## config.mk

```make
export PLATFORM = sky130hd
export DESIGN_NAME = stopwatch_display_driver
export DESIGN_NICKNAME = d
export VERILOG_FILES = /design/src/rtl/stopwatch_display_driver.sv
export SDC_FILE = /design/constraint.sdc
export NUM_CORES = 1
export LEC_CHECK = 0
export BUFFER_PORTS_ARGS = -buffer_cell sky130_fd_sc_hd__clkbuf_2
export CAP_MARGIN = 20
export CORE_MARGIN = 2
export CORE_UTILIZATION = 30
export DETAILED_ROUTE_END_ITERATION = 10
export GPL_TIMING_DRIVEN = 1
export HOLD_SLACK_MARGIN = 0.12
export PLACE_DENSITY_LB_ADDON = 0.15
export SLEW_MARGIN = 30
export SYNTH_ARGS = -nofsm -noshare
export SYNTH_HDL_FRONTEND = slang
export SYNTH_SLANG_ARGS = --single-unit
```

## constraint.sdc

```tcl
create_clock -name clk -period 3.9 [get_ports clk]
set_clock_uncertainty 0.2 [all_clocks]
set_input_delay 0 -clock clk [delete_from_list [all_inputs] [get_ports clk]]
set_output_delay 0 -clock clk [all_outputs]
set_load 0.005 [all_outputs]
```

## src/rtl/stopwatch_display_driver.sv

```systemverilog
// stopwatch_display_driver: converts a centisecond count to MM:SS.cc BCD and scans it onto
// a multiplexed active-low seven-segment display.
module stopwatch_display_driver #(
  parameter int SCAN_DIV = 100000,
  parameter int MAX_CS = 599999
) (
  input  logic        clk,
  input  logic        reset,
  input  logic [26:0] time_in,
  output logic [6:0]  seg,
  output logic        dp,
  output logic [7:0]  an,
  output logic        ovf,
  output logic        upd
);
  localparam logic [2:0] IDLE = 3'd0, MIN = 3'd1, SEC = 3'd2, DM = 3'd3, DS = 3'd4, DC = 3'd5, COMMIT = 3'd6;
  localparam int CW = SCAN_DIV > 1 ? $clog2(SCAN_DIV) : 1;
  localparam logic [CW-1:0] LAST = CW'(SCAN_DIV - 1);
  logic [2:0] state, idx, idx_n;
  logic [19:0] r;
  logic [6:0] m, s, c;
  logic [3:0] mt, mo, st, so, ct, co, dig_n;
  logic ovf_pending, wrap;
  logic [CW-1:0] cnt;
  logic [23:0] disp, disp_n;
  function automatic logic [6:0] decode(input logic [3:0] d);
    case (d)
      4'd0: decode = 7'b1000000;
      4'd1: decode = 7'b1111001;
      4'd2: decode = 7'b0100100;
      4'd3: decode = 7'b0110000;
      4'd4: decode = 7'b0011001;
      4'd5: decode = 7'b0010010;
      4'd6: decode = 7'b0000010;
      4'd7: decode = 7'b1111000;
      4'd8: decode = 7'b0000000;
      4'd9: decode = 7'b0010000;
      default: decode = 7'b1111111;
    endcase
  endfunction
  always_ff @(posedge clk or posedge reset)
    if (reset) begin
      state <= IDLE;
      r <= '0;
      {m, s, c} <= '0;
      {mt, mo, st, so, ct, co} <= '0;
      ovf_pending <= 1'b0;
    end else
      case (state)
        IDLE: begin
          r <= time_in > 27'(MAX_CS) ? 20'(MAX_CS) : time_in[19:0];
          ovf_pending <= time_in > 27'(MAX_CS);
          {m, s} <= '0;
          {mt, st, ct} <= '0;
          state <= MIN;
        end
        MIN: if (r >= 20'd6000) begin
          r <= r - 20'd6000;
          m <= m + 7'd1;
        end else state <= SEC;
        SEC: if (r >= 20'd100) begin
          r <= r - 20'd100;
          s <= s + 7'd1;
        end else begin
          c <= r[6:0];
          state <= DM;
        end
        DM: if (m >= 7'd10) begin
          m <= m - 7'd10;
          mt <= mt + 4'd1;
        end else begin
          mo <= m[3:0];
          state <= DS;
        end
        DS: if (s >= 7'd10) begin
          s <= s - 7'd10;
          st <= st + 4'd1;
        end else begin
          so <= s[3:0];
          state <= DC;
        end
        DC: if (c >= 7'd10) begin
          c <= c - 7'd10;
          ct <= ct + 4'd1;
        end else begin
          co <= c[3:0];
          state <= COMMIT;
        end
        default: state <= IDLE;
      endcase
  // seg/dp are decoded from next-cycle digits so a commit shows up alongside upd
  always_comb begin
    disp_n = state == COMMIT ? {mt, mo, st, so, ct, co} : disp;
    wrap = cnt == LAST;
    idx_n = wrap ? (idx == 3'd5 ? 3'd0 : idx + 3'd1) : idx;
    dig_n = disp_n[{idx_n, 2'b00} +: 4];
  end
  always_ff @(posedge clk or posedge reset)
    if (reset) begin
      disp <= '0;
      ovf <= 1'b0;
      upd <= 1'b0;
      cnt <= '0;
      idx <= '0;
      an <= 8'hFE;
      seg <= 7'b1000000;
      dp <= 1'b1;
    end else begin
      disp <= disp_n;
      ovf <= state == COMMIT ? ovf_pending : ovf;
      upd <= state == COMMIT;
      cnt <= wrap ? '0 : cnt + CW'(1);
      idx <= idx_n;
      an <= ~(8'd1 << idx_n);
      seg <= decode(dig_n);
      dp <= !(idx_n == 3'd2 || idx_n == 3'd4);
    end
endmodule

```

==> impl_metrics.csv <==
group,metric,value,unit
sta,period_share,90.5,%
sta,slew_headroom,45.0,%
placement,gp_congestion,0.802,
sta,final_hold_viol_count,0,
finish,final_cell_mix,"dfrtp_1 (122), nand2_1 (88), nor2_1 (78), o21ai_0 (69), clkbuf_2 (46)",
clock_network,ctsRootBufferMaster,"clkbuf_16",
sta,finalSetupTns,0,ns
sta,finalSetupViolations,0,
worst_setup_path,slowest_stage,"or4_4",
global_route,globalRouteTotalUtil,15.2,%
status,run_status,"finished, final reports clean",
clock_network,h-tree-depth,4,
worst_setup_path,cp.required,3.99,ns
drt,drtIter0Drc,410,
drt,via_per_inst,5.03,
finish,final_common_cell,"dfrtp_1",
logic_synthesis,synthArstFlopShare,100,%
power_and_ir_drop,vdd_drop_max,0.289,mV
finish,nNetsFinal,913,
clock_network,ctsResizeCount,0,
floorplan,fp-row-count,57,
sta,fin_worst_hold_slack,0.174,ns
hold_path,hold_start,"time_in[17]",
sta,setup_ws,0.370,ns
logic_synthesis,synth_top_family_by_area,"simple AND/OR/NAND/NOR gates",
worst_setup_path,timing.rr.start,"cnt[12]$_DFF_PP0_",
clock_network,cts_buffers,17,
logic_synthesis,ys_ff_latch,131,
worst_setup_path,crit_type,"reg -> reg",
job,cap_violations,0,
worst_setup_path,crit_path_max_fanout,19,
clock_network,cts_tree,"done",
worst_setup_path,crit_top_cell,"mux2i_1",
floorplan,start_util,30.2,%
global_route,grt_pass1_wl,31300,µm
placement,pre_cts_ws,0.354,ns
floorplan,die_h,160,µm
finish,drive_gt1_share,17.0,%
global_route,grt_pass1_vias,5854,
global_route,grt-ovfl-total,0,
logic_synthesis,netlist_area,7290,µm²
logic_synthesis,synth_compound_area_share,18.3,%
placement,dpl.hpwl,12800,µm
drt,drtAntennaViolNets,0,
logic_synthesis,synthTopCellsByArea,"dfrtp_1 (42%), o21ai_0 (4.7%), nand2_1 (4.5%)",
logic_synthesis,avgSynthCellArea,9.22,µm²
worst_setup_path,reg2regPathDepth,11,
floorplan,coreArea,24100,µm²
clock_network,cts_setup_buffers,0,
global_route,grt_max_degree,83,
clock_network,cts_buffer_depth,2,
drt,num_vias,6035,
worst_setup_path,r2r-end,"seg[3]$_DFF_PP0_",
global_route,antenna_found_initial,0,
logic_synthesis,synth_enable_flop_cells,0,
floorplan,pin_count,47,
sta,rsz0062_at_grt,"false",
logic_synthesis,synth_xor_area_share,2.90,%
logic_synthesis,ys_seq_area_share,45.1,%
logic_synthesis,yosys_warnings,0,
floorplan,die-area,25600,µm²
sta,fmax,0.283,GHz
hold_path,hold_depth,4,
clock_network,clkLatencyLatePin,0.42,ns
logic_synthesis,muxShareOfSynthArea,6.71,%
drt,route.detailed.drc,0,
placement,numPortBuffers,46,
worst_setup_path,startpoint_type,"register",
finish,syn_to_final_growth,21.5,%
worst_setup_path,worstPathArrival,3.62,ns
logic_synthesis,synthCells,791,
logic_synthesis,synth-simple-area-share,19.1,%
worst_setup_path,ff2ff_setup_slack,0.37,ns
logic_synthesis,yosysTopAreaCellShare,41.9,%
logic_synthesis,synthAdderAreaFrac,3.78,%
clock_network,clk_pin_slew_worst_paths,0.06,ns
logic_synthesis,synth_cell_types,70,
clock_network,cts.sinks,131,
drt,drtPass1Iterations,5,
finish,antenna_cells,0,
power_and_ir_drop,power.leakage,4.06,nW
sta,drv_slew,0,
floorplan,die_w,160,µm
worst_setup_path,path_delay_family,"simple AND/OR/NAND/NOR gates",
logic_synthesis,synth_area_leader_cell,"dfrtp_1",
sta,worstMarginPinSlew,0.818,ns
worst_setup_path,path_cells,"or4b_1 -> or4_4 -> xnor2_4 -> mux2i_1 -> mux2_4 -> o21ai_4 -> inv_1 -> ha_1 -> inv_1 -> mux2i_1 -> mux2i_1",
worst_setup_path,critPathBufInv,2,
worst_setup_path,slowest_delay,0.67,ns
worst_setup_path,endpoint_kind,"register",
hold_path,min_to,"r[17]$_DFFE_PP0P_",
sta,min_period,3.53,ns
logic_synthesis,synth_flop_cell,"dfrtp_1",
drt,wirelength,18500,µm
power_and_ir_drop,pwr_density_cell,678,nW/µm²
logic_synthesis,synth.net_count,842,
drt,wl_per_cell,15.4,µm
hold_path,holdCritPathClass,"in -> reg",
per-layer routing:
metal	GRT usage (%)	vias up	routed length (µm)	part of all wire (%)
li1	-	2996	-	-
met1	21.0	2913	9080	49
met2	24.3	107	8540	46
met3	2.73	19	646	3.5
met4	4.46	0	227	1.2
met5	0	-	0	0
worst max path at each step:
| stage | startpoint | to | slack [ns] | cells past startpoint |
|---|---|---|---|---|
| after floorplan | reset | an[0]$_DFF_PP0_ | 0.22 | 1 |
| after global placement | cnt[12]$_DFF_PP0_ | seg[3]$_DFF_PP0_ | 0.41 | 11 |
| after detailed placement | cnt[12]$_DFF_PP0_ | seg[3]$_DFF_PP0_ | 0.35 | 11 |
| after CTS | cnt[12]$_DFF_PP0_ | seg[3]$_DFF_PP0_ | 0.35 | 11 |
| after global routing | cnt[12]$_DFF_PP0_ | seg[4]$_DFF_PP0_ | 0.15 | 11 |
| final | cnt[12]$_DFF_PP0_ | seg[3]$_DFF_PP0_ | 0.37 | 11 |
cells in the mapped netlist (5+ instances only):
library cell,instances
nor3_1,23
o211ai_1,5
nand3b_1,6
ha_1,22
xnor2_1,8
o21ai_0,69
nor4_1,5
nand3_1,28
nand4_1,9
or3_1,5
o221ai_1,5
nand2_1,88
inv_1,34
o22ai_1,10
a22oi_1,9
xor2_1,13
a21oi_1,41
and3_1,6
clkbuf_1,34
a31oi_1,18
nor2b_1,7
mux2i_1,19
a21o_1,7
mux2_2,24
dfrtp_1,122
o31ai_1,6
nand2b_1,5
nor2_1,78
a22o_1,8
dfstp_2,9
power breakdown:
| part | leakage [nW] | switching (mW) | total, mW | internal (mW) |
|---|---|---|---|---|
| logic | 2.05 | 1.32 | 2.21 | 0.899 |
| registers | 1.70 | 0.340 | 2.01 | 1.66 |
| clock network | 0.310 | 0.644 | 1.79 | 1.14 |
logic make-up (layout without fill, tap and decap cells):
family | count (synthesis) | after routing
muxes | 45 | 45
DFF | 131 | 131
adders and majority gates | 22 | 22
AOI/OAI and AO/OA | 211 | 211
buffers and inverters | 73 | 157
and+or+nand+nor | 287 | 287
xor gates and xnor gates | 22 | 22
metrics by stage:
step	utilization, %	total power, mW	std cells	instance area, µm²
2_1_floorplan	-	3.48	791	7290
3_3_place_gp	32.9	4.21	1141	7940
3_5_place_dp	32.9	4.19	1141	7940
4_1_cts	36.7	6.07	1199	8860
5_1_grt	36.7	6.48	1199	8860
6_report	36.7	6.01	1199	8860
cell type report:
type | count | area, µm²
Clock inverter | 15 | 230
Tap cell | 324 | 405
Sequential cell | 131 | 3290
Clock buffer | 17 | 425
Multi-Input combinational cell | 587 | 3720
Timing Repair Buffer | 91 | 658
Inverter | 34 | 133
Fill cell | 2540 | 15200
worst reg2reg max path: stages (launching register included):
cell and delay, ns:
dfrtp_1 0.41, or4b_1 0.63, or4_4 0.67, xnor2_4 0.28
mux2i_1 0.12, mux2_4 0.29, o21ai_4 0.17, inv_1 0.10
ha_1 0.28, inv_1 0.05, mux2i_1 0.11, mux2i_1 0.08
registers in the layout (all words and copies together) (netlist names):
| name | count |
|---|---|
| co | 4 |
| s | 7 |
| so | 4 |
| r | 20 |
| idx | 3 |
| cnt | 17 |
| st | 4 |
| seg | 7 |
| m | 7 |
| mt | 4 |
| an | 8 |
| state | 3 |
| ovf | 1 |
| ovf_pending | 1 |
| c | 7 |
| disp | 24 |
| ct | 4 |
| dp | 1 |
| upd | 1 |
| mo | 4 |
repair_timing:
| action | 4_1_cts | 5_1_grt |
|---|---|---|
| hold endpoints to repair | 100 | 0 |
| hold buffers | 26 | 0 |
| endpoints found under the setup margin | 0 | 0 |
(Power assumes the default switching activity.)
